<file path="src/rtl/prefetch_line_buffer.sv">
// rtl/prefetch_line_buffer.sv - one-line prefetch buffer between I-cache miss port and memory
// Forwards demand misses, issues idle-time prefetches and serves matching misses from the held line.
module prefetch_line_buffer #(
  parameter int LINE_BITS = 256,
  parameter int CNT_W     = 16
) (
  input  logic                 clk,
  input  logic                 rst_n,
  input  logic                 prefetch_valid,
  input  logic [31:0]          prefetch_pc,
  input  logic                 pf_flush,
  input  logic [31:0]          ufp_addr,
  input  logic                 ufp_read,
  output logic [LINE_BITS-1:0] ufp_rdata,
  output logic                 ufp_resp,
  output logic [31:0]          dfp_addr,
  output logic                 dfp_read,
  input  logic [LINE_BITS-1:0] dfp_rdata,
  input  logic                 dfp_resp,
  output logic [CNT_W-1:0]     pf_issued,
  output logic [CNT_W-1:0]     pf_hits
);

  typedef enum logic [1:0] {IDLE, DEMAND, PREFETCH, RESP} state_t;

  state_t               state_q, state_d;
  logic                 pend_v_q, pend_v_d;
  logic [26:0]          pend_tag_q, pend_tag_d;
  logic                 buf_v_q, buf_v_d;
  logic [26:0]          buf_tag_q, buf_tag_d;
  logic [LINE_BITS-1:0] buf_data_q, buf_data_d;
  logic                 promo_q, promo_d;
  logic                 discard_q, discard_d;
  logic [31:0]          dfp_addr_q, dfp_addr_d;
  logic                 dfp_read_q, dfp_read_d;
  logic [LINE_BITS-1:0] ufp_rdata_q, ufp_rdata_d;
  logic                 ufp_resp_q, ufp_resp_d;
  logic [CNT_W-1:0]     pf_issued_q, pf_issued_d;
  logic [CNT_W-1:0]     pf_hits_q, pf_hits_d;

  logic [26:0] req_tag, ufp_tag, fly_tag;
  logic        in_flight, in_flight_next, promo_hit, req_dup;
  logic        unused_bits;

  assign req_tag     = prefetch_pc[31:5];
  assign ufp_tag     = ufp_addr[31:5];
  assign fly_tag     = dfp_addr_q[31:5];
  assign unused_bits = &{1'b0, prefetch_pc[4:0], ufp_addr[4:0]};

  function automatic logic [CNT_W-1:0] sat_inc(input logic [CNT_W-1:0] x);
    return (&x) ? x : x + CNT_W'(1);
  endfunction

  always_comb begin
    state_d     = state_q;
    pend_v_d    = pend_v_q;
    pend_tag_d  = pend_tag_q;
    buf_v_d     = buf_v_q;
    buf_tag_d   = buf_tag_q;
    buf_data_d  = buf_data_q;
    promo_d     = promo_q;
    discard_d   = discard_q;
    dfp_addr_d  = dfp_addr_q;
    dfp_read_d  = dfp_read_q;
    ufp_rdata_d = ufp_rdata_q;
    ufp_resp_d  = 1'b0;
    pf_issued_d = pf_issued_q;
    pf_hits_d   = pf_hits_q;

    in_flight = (state_q == DEMAND) || (state_q == PREFETCH);
    promo_hit = (state_q == PREFETCH) && ufp_read && (ufp_tag == fly_tag);

    case (state_q)
      IDLE: begin
        if (ufp_read) begin
          if (buf_v_q && (ufp_tag == buf_tag_q)) begin
            ufp_rdata_d = buf_data_q;
            ufp_resp_d  = 1'b1;
            pf_hits_d   = sat_inc(pf_hits_q);
            state_d     = RESP;
          end else begin
            dfp_addr_d = {ufp_tag, 5'b0};
            dfp_read_d = 1'b1;
            state_d    = DEMAND;
          end
        end else if (pend_v_q) begin
          dfp_addr_d  = {pend_tag_q, 5'b0};
          dfp_read_d  = 1'b1;
          pend_v_d    = 1'b0;
          pf_issued_d = sat_inc(pf_issued_q);
          state_d     = PREFETCH;
        end
      end
      DEMAND: begin
        if (dfp_resp) begin
          ufp_rdata_d = dfp_rdata;
          ufp_resp_d  = 1'b1;
          dfp_read_d  = 1'b0;
          state_d     = RESP;
        end
      end
      PREFETCH: begin
        if (promo_hit) promo_d = 1'b1;
        if (dfp_resp) begin
          dfp_read_d = 1'b0;
          // A flush landing in the response cycle discards the line too.
          if (!discard_q && !pf_flush) begin
            buf_data_d = dfp_rdata;
            buf_tag_d  = fly_tag;
            buf_v_d    = 1'b1;
          end
          if (promo_q || promo_hit) begin
            ufp_rdata_d = dfp_rdata;
            ufp_resp_d  = 1'b1;
            pf_hits_d   = sat_inc(pf_hits_q);
            state_d     = RESP;
          end else begin
            state_d = IDLE;
          end
          promo_d   = 1'b0;
          discard_d = 1'b0;
        end
      end
      default: state_d = IDLE;
    endcase

    if (pf_flush) begin
      pend_v_d = 1'b0;
      buf_v_d  = 1'b0;
      if ((state_q == PREFETCH) && !dfp_resp) discard_d = 1'b1;
    end

    // Drop requests already buffered, in flight, or being issued this edge.
    in_flight_next = (state_d == DEMAND) || (state_d == PREFETCH);
    req_dup = (buf_v_q && (req_tag == buf_tag_q)) ||
              (in_flight && (req_tag == fly_tag)) ||
              (in_flight_next && (req_tag == dfp_addr_d[31:5]));
    if (prefetch_valid && !pf_flush && !req_dup) begin
      pend_v_d   = 1'b1;
      pend_tag_d = req_tag;
    end
  end

  always_ff @(posedge clk or negedge rst_n) begin
    if (!rst_n) begin
      state_q     <= IDLE;
      pend_v_q    <= 1'b0;
      pend_tag_q  <= '0;
      buf_v_q     <= 1'b0;
      buf_tag_q   <= '0;
      buf_data_q  <= '0;
      promo_q     <= 1'b0;
      discard_q   <= 1'b0;
      dfp_addr_q  <= '0;
      dfp_read_q  <= 1'b0;
      ufp_rdata_q <= '0;
      ufp_resp_q  <= 1'b0;
      pf_issued_q <= '0;
      pf_hits_q   <= '0;
    end else begin
      state_q     <= state_d;
      pend_v_q    <= pend_v_d;
      pend_tag_q  <= pend_tag_d;
      buf_v_q     <= buf_v_d;
      buf_tag_q   <= buf_tag_d;
      buf_data_q  <= buf_data_d;
      promo_q     <= promo_d;
      discard_q   <= discard_d;
      dfp_addr_q  <= dfp_addr_d;
      dfp_read_q  <= dfp_read_d;
      ufp_rdata_q <= ufp_rdata_d;
      ufp_resp_q  <= ufp_resp_d;
      pf_issued_q <= pf_issued_d;
      pf_hits_q   <= pf_hits_d;
    end
  end

  assign ufp_rdata = ufp_rdata_q;
  assign ufp_resp  = ufp_resp_q;
  assign dfp_addr  = dfp_addr_q;
  assign dfp_read  = dfp_read_q;
  assign pf_issued = pf_issued_q;
  assign pf_hits   = pf_hits_q;

endmodule

</file>
<file path="config.mk">
export PLATFORM = sky130hd
export DESIGN_NAME = prefetch_line_buffer
export DESIGN_NICKNAME = d
export VERILOG_FILES = /design/src/rtl/prefetch_line_buffer.sv
export SDC_FILE = /design/constraint.sdc
export NUM_CORES = 1
export LEC_CHECK = 0
export ABC_AREA = 1
export BUFFER_PORTS_ARGS = -buffer_cell sky130_fd_sc_hd__buf_2
export CAP_MARGIN = 10
export CELL_PAD_IN_SITES_DETAIL_PLACEMENT = 2
export CELL_PAD_IN_SITES_GLOBAL_PLACEMENT = 2
export CORE_ASPECT_RATIO = 1.4
export CORE_UTILIZATION = 33
export CTS_BUF_LIST = sky130_fd_sc_hd__clkbuf_8
export CTS_CLUSTER_SIZE = 16
export DETAILED_ROUTE_END_ITERATION = 10
export PLACE_DENSITY_LB_ADDON = 0.1
export SYNTH_ARGS = -nofsm -noshare
export SYNTH_HDL_FRONTEND = slang
export SYNTH_SLANG_ARGS = --single-unit
</file>
<file path="constraint.sdc">
create_clock -name clk -period 2.8 [get_ports clk]
set_input_delay 0.14 -clock clk [delete_from_list [all_inputs] [get_ports clk]]
set_output_delay 0.14 -clock clk [all_outputs]
set_load 0.1 [all_outputs]
</file>
Word-level counts from Yosys, hierarchy flattened --
Cells that the tools add are included.
Word-level totals: output and inout bits 322, logic and storage cells 127, register bits after elaboration 638
Operators by class: add/sub/neg operators 2, bitwise gates (word level) 2, reductions and logical operators 41, multiplexer cells 48, eq/ne operators 19
Operators with widths (number):
- $mux W256 | 5
- $pmux W256 S3 | 1
- $eq A27 B27 Y1 | 5
- $mux W32 | 4
- $mux W16 | 5
- $add A16 B1 Y16 const B | 2
- $pmux W16 S2 | 1
- $reduce_and A16 Y1 | 2
- $mux W1 | 23
- $reduce_bool A2 Y1 | 7
- $mux W2 | 6
- $logic_and A1 B1 Y1 | 10
- $ne A2 B2 Y1 const B | 5
- $reduce_and A3 Y1 | 3
- $reduce_and A4 Y1 | 2
- $ne A3 B3 Y1 const B | 2
- $pmux W2 S3 | 1
- $reduce_and A6 Y1 | 1
- $reduce_bool A3 Y1 | 2
- $logic_or A1 B1 Y1 | 5
- $reduce_and A5 Y1 | 1
- $eq A2 B1 Y1 const B | 2
- $eq A2 B2 Y1 const B | 2
- $logic_not A1 Y1 | 4
- other kinds (8) | 11

Depth between registers and ports, before layout --
word-level depth 15, mapped depth 26, depth with buffers taken out 24

Worst setup path before layout --
No wires, ideal clock.
path type flip-flop to flip-flop, start register dfp_addr_q[16], in the netlist dfp_addr[16], end register pf_hits_q[13], in the netlist pf_hits[13], arrival time 2.903 ns, slack -0.267 ns, stages on the path, launching flop included 16, buffers on the path 0, period minus slack after synthesis 3.067 ns, required time 2.636 ns, library setup time 0.164 ns, path through dfrtp_1 inv_1 nand2_1 o21ai_0 nor3_1 nand2_1 nor2_1 nand2_1 nand2_1 o21ai_1 nor2_2 nand4_1 nor2_1 nand3_1 nor2_1 xor2_1
Between the ends: longest elaborated chain between the ends 5
RTL lines:
- start, declared | line 34 | logic [31:0] dfp_addr_q, dfp_addr_d;
- start signal, assigned | line 169 | dfp_addr_q <= dfp_addr_d;
- $eq A27 B27 Y1 | line 71 | promo_hit = (state_q == PREFETCH) && ufp_read && (ufp_tag == fly_tag);
- $logic_and A1 B1 Y1 | line 71
- $logic_or A1 B1 Y1 | line 112 | if (promo_q || promo_hit) begin
- $ne A2 B1 Y1 (no source line)
- $reduce_and A5 Y1 (no source line)
- end signal, assigned | line 174 | pf_hits_q <= pf_hits_d;
- end, declared | line 39 | logic [CNT_W-1:0] pf_hits_q, pf_hits_d;
No other way between the ends. A chain may end at the register's enable or synchronous reset.

Worst setup path in the final report --
start register buf_tag_q[10], end register pend_tag_q[20]
RTL lines:
- start, declared | line 30 | logic [26:0] buf_tag_q, buf_tag_d;
- start signal, assigned | line 165 | buf_tag_q <= buf_tag_d;
- $eq A27 B27 Y1 | line 76 | if (buf_v_q && (ufp_tag == buf_tag_q)) begin
- $logic_and A1 B1 Y1 | line 76
- $mux W32 | line 76
- $mux W32 | line 75 | if (ufp_read) begin
- $mux W32 | line 73 | case (state_q)
- via dfp_addr_d[31] | line 34
- $eq A27 B27 Y1 | line 137 | (in_flight_next && (req_tag == dfp_addr_d[31:5]));
- $logic_and A1 B1 Y1 | line 137
- $logic_or A1 B1 Y1 | line 136 | (in_flight && (req_tag == fly_tag)) ||
- $logic_not A1 Y1 | line 138 | if (prefetch_valid && !pf_flush && !req_dup) begin
- $logic_and A1 B1 Y1 | line 138
- end signal, assigned | line 163 | pend_tag_q <= pend_tag_d;
- end, declared | line 28 | logic [26:0] pend_tag_q, pend_tag_d;
The timed path passes the listed nets, and every way through them passes these cells. The select of a mux whose other input is x is not followed.

==> run summary <==
area grow syn2layout = 51.2%
Die Width = 255 um
Post-Synthesis Cells = 3,467
Setup crit start kind = flop
final std cells w/o fill = 5,975
worst min path class = in2reg
Worst path top cell family by delay = simple AND/OR/NAND/NOR gates
setup ws final = -292 ps
Num CTS Buffers = 107
fill count = 9,210
Post-synth EDFFs = 0
Final Max Tran Viols = 0
Multi-input gate area = 12,100 um^2
Worst EP required = 3500 ps
CP arrival = 3790 ps
DR WL/cell = 28.8 um
Post-synth top flop = dfrtp_1
initial antenna violation count = 26
final-stage net count = 5,017
syn avg cell area = 8.53 um^2
failing checks = negative setup slack
routed vias/inst = 5.41
Tmin final = 3090 ps
crit path max fanout = 8
Placed Instances = 5,305
Final GP Congestion = 0.853
Detailed Route Iter0 Violations = 1,797
Mapped Area = 29,600 um^2
Final Hold Fails = 0
crit path cell chain = inv_1, nand2_1, nand2_1, nand2_1, nor2_1, nand2_2, nor2_4, buf_4, buf_4, nand3_1, nand3_1, nand2_2, nand2_1, nand2_1, nand2_2, nand2_2, nor2_2, nand2_2, nor2_4, nand2_4, nand2_8, clkbuf_16, nand2_2, nand2_1
post-synthesis cell type count = 38
fin area = 44,700 um^2
Setup Skew = 45.3 ps
clock root cell = clkbuf_8
residual DRC count = 0
share of post-route cells with drive strength above 1 = 0.291
Crit. End Element = flop
asr flop ratio synth = 1.00
area leader, netlist = dfrtp_1
most frequent cells in the layout = nand2_1 (746), buf_2 (631), dfrtp_1 (606)
clk slew on worst S/H paths = 80 ps
Die Ht = 356 um
critical path class = reg2reg
antenna viol nets, final = 0
# clock sinks = 633
DP Worst Slack = -182 ps
initial core utilization = 0.334
GRT overflow = 0
FF+latch count, synth = 633
unrepaired setup endpoints after global routing = yes
fmax = 0.323 GHz
Final setup viols = 275
Synth top area share = 0.536
Max Cap Viol = 0
row count = 129
worst-margin pin slew = 1020 ps
Warnings, synthesis = 0
die area = 90,800 um^2
vias in the first global route = 35,300
register area = 15,900 um^2
crit-path max cell delay = 430 ps
Max-slew headroom = 0.321
DR pass1 iterations = 5
worst-skew pair later-pin latency = 790 ps
I/O Pins = 648
largest net degree at the start of global routing = 192
critical path's slowest cell = dfrtp_1
sequential element share of the synthesized area = 0.536
global-route wire length before repair = 218,000 um
placed cell areas = 35,700 um^2
core area = 88,600 um^2
status = finished with violations
Total GRT Usage = 0.317
H-tree levels = 3
Final period util = 1.10
via count = 32,300
routed wire length = 172,000 um
commonest non-fill, non-tap cell in the layout = nand2_1
Clock Tree Buf Depth = 3
Worst Path Buf+Inv = 4
CTS tree = yes
port bufs = 632
HPWL after detailed placement = 86,600 um
Synth area leaders = dfrtp_1 (54%), nand2_1 (11%), o21a_1 (6.5%)
layout make-up:
| cell class | instances | area share |
|---|---|---|
| well taps | 1179 | 0.0330 |
| diodes | 19 | 0.00106 |
| multi-input cells | 2243 | 0.272 |
| clock inverters | 61 | 0.00812 |
| inverters | 379 | 0.0318 |
| repair buffers | 1321 | 0.256 |
| flip-flops and latches | 633 | 0.355 |
| clock buffers | 140 | 0.0431 |
path summary, 6_finish.rpt:
kind / end / slack, ps / startpoint / depth (start not counted)
max reg2reg: pend_tag_q[20]$_DFFE_PN0P_ / -290 / buf_tag_q[10]$_DFFE_PN0P_ / 24
max: pend_tag_q[20]$_DFFE_PN0P_ / -290 / buf_tag_q[10]$_DFFE_PN0P_ / 24
max in group asynchronous: ufp_rdata[21]$_DFFE_PN0P_ / 2080 / rst_n / 4
min reg2reg: pend_tag_q[1]$_DFFE_PN0P_ / 480 / pend_tag_q[1]$_DFFE_PN0P_ / 2
min in group asynchronous: ufp_rdata[223]$_DFFE_PN0P_ / 140 / rst_n / 3
min: dfp_addr[27]$_DFF_PN0_ / 50 / ufp_addr[27] / 7
synth_stat cells, types with 5 or more instances:
master,n
xnor2_1,30
o21ai_0,206
xor2_1,37
inv_2,6
nor3_1,14
clkbuf_1,145
o22ai_1,10
dfrtp_1,633
ha_1,6
buf_1,7
nand3b_1,7
nor2_1,217
nor4_1,5
o2111ai_1,7
buf_2,57
a21oi_1,233
inv_1,367
nand4_1,21
o21a_1,256
buf_4,7
nand2_1,870
clkinv_1,6
nand3_1,123
o211ai_1,172
metal layers:
layer  share of wire  up-vias  GRT usage  wire length [um]
li1                -    13800          -                 -
met1            0.36    16500      0.348             61700
met2            0.51     1367      0.567             87800
met3           0.064      598     0.0712             11000
met4           0.065       16      0.161             11200
met5         0.00058        -          0                99
kinds of logic after synthesis:
logic type	after synthesis	share of synthesized area
xor gates and xnor gates	67	0.0198
buffers and inverters	595	0.0788
DFF	633	0.536
other	1	0.000127
adders and majority gates	6	0.00254
AOI/OAI and AO/OA	896	0.191
and+or+nand+nor	1266	0.171
muxes	3	0.00114
registers in the layout, indices dropped and copies added (netlist names):
register and cells:
state_q 2, pend_tag_q 27, dfp_addr 27, discard_q 1, promo_q 1, buf_tag_q 27
pend_v_q 1, buf_data_q 256, dfp_read 1, buf_v_q 1, ufp_rdata 256, pf_hits 16
ufp_resp 1, pf_issued 16
timing repair:
action,4_1_cts,5_1_grt
cloned,28,41
hold buffers,314,0
hold endpoints to repair,962,0
setup endpoints to repair,278,292
buffers inserted,36,44
resized for setup,96,255
pin swaps,7,58
through the flow:
step / hold WS (ps) / utilization / setup TNS (ps)
6_report: 51.2 / 0.505 / -28870
3_3_place_gp: 171 / 0.402 / -8820
2_1_floorplan: -156 / - / 0
5_1_grt: 35.0 / 0.504 / -64140
3_5_place_dp: 166 / 0.402 / -22530
4_1_cts: 0.369 / 0.481 / -5750
worst register-to-register path: stages (launching register included):
cell and delay, ps:
dfrtp_1 430, inv_1 80, nand2_1 70, nand2_1 100, nand2_1 100, nor2_1 160, nand2_2 110, nor2_4 150
buf_4 210, buf_4 160, nand3_1 70, nand3_1 100, nand2_2 70, nand2_1 100, nand2_1 70, nand2_2 80
nand2_2 70, nor2_2 120, nand2_2 70, nor2_4 140, nand2_4 120, nand2_8 130, clkbuf_16 170, nand2_2 50
nand2_1 70
Power is not shown: default switching activity piles up to over one toggle a cycle in this logic, so the estimate is an artifact.
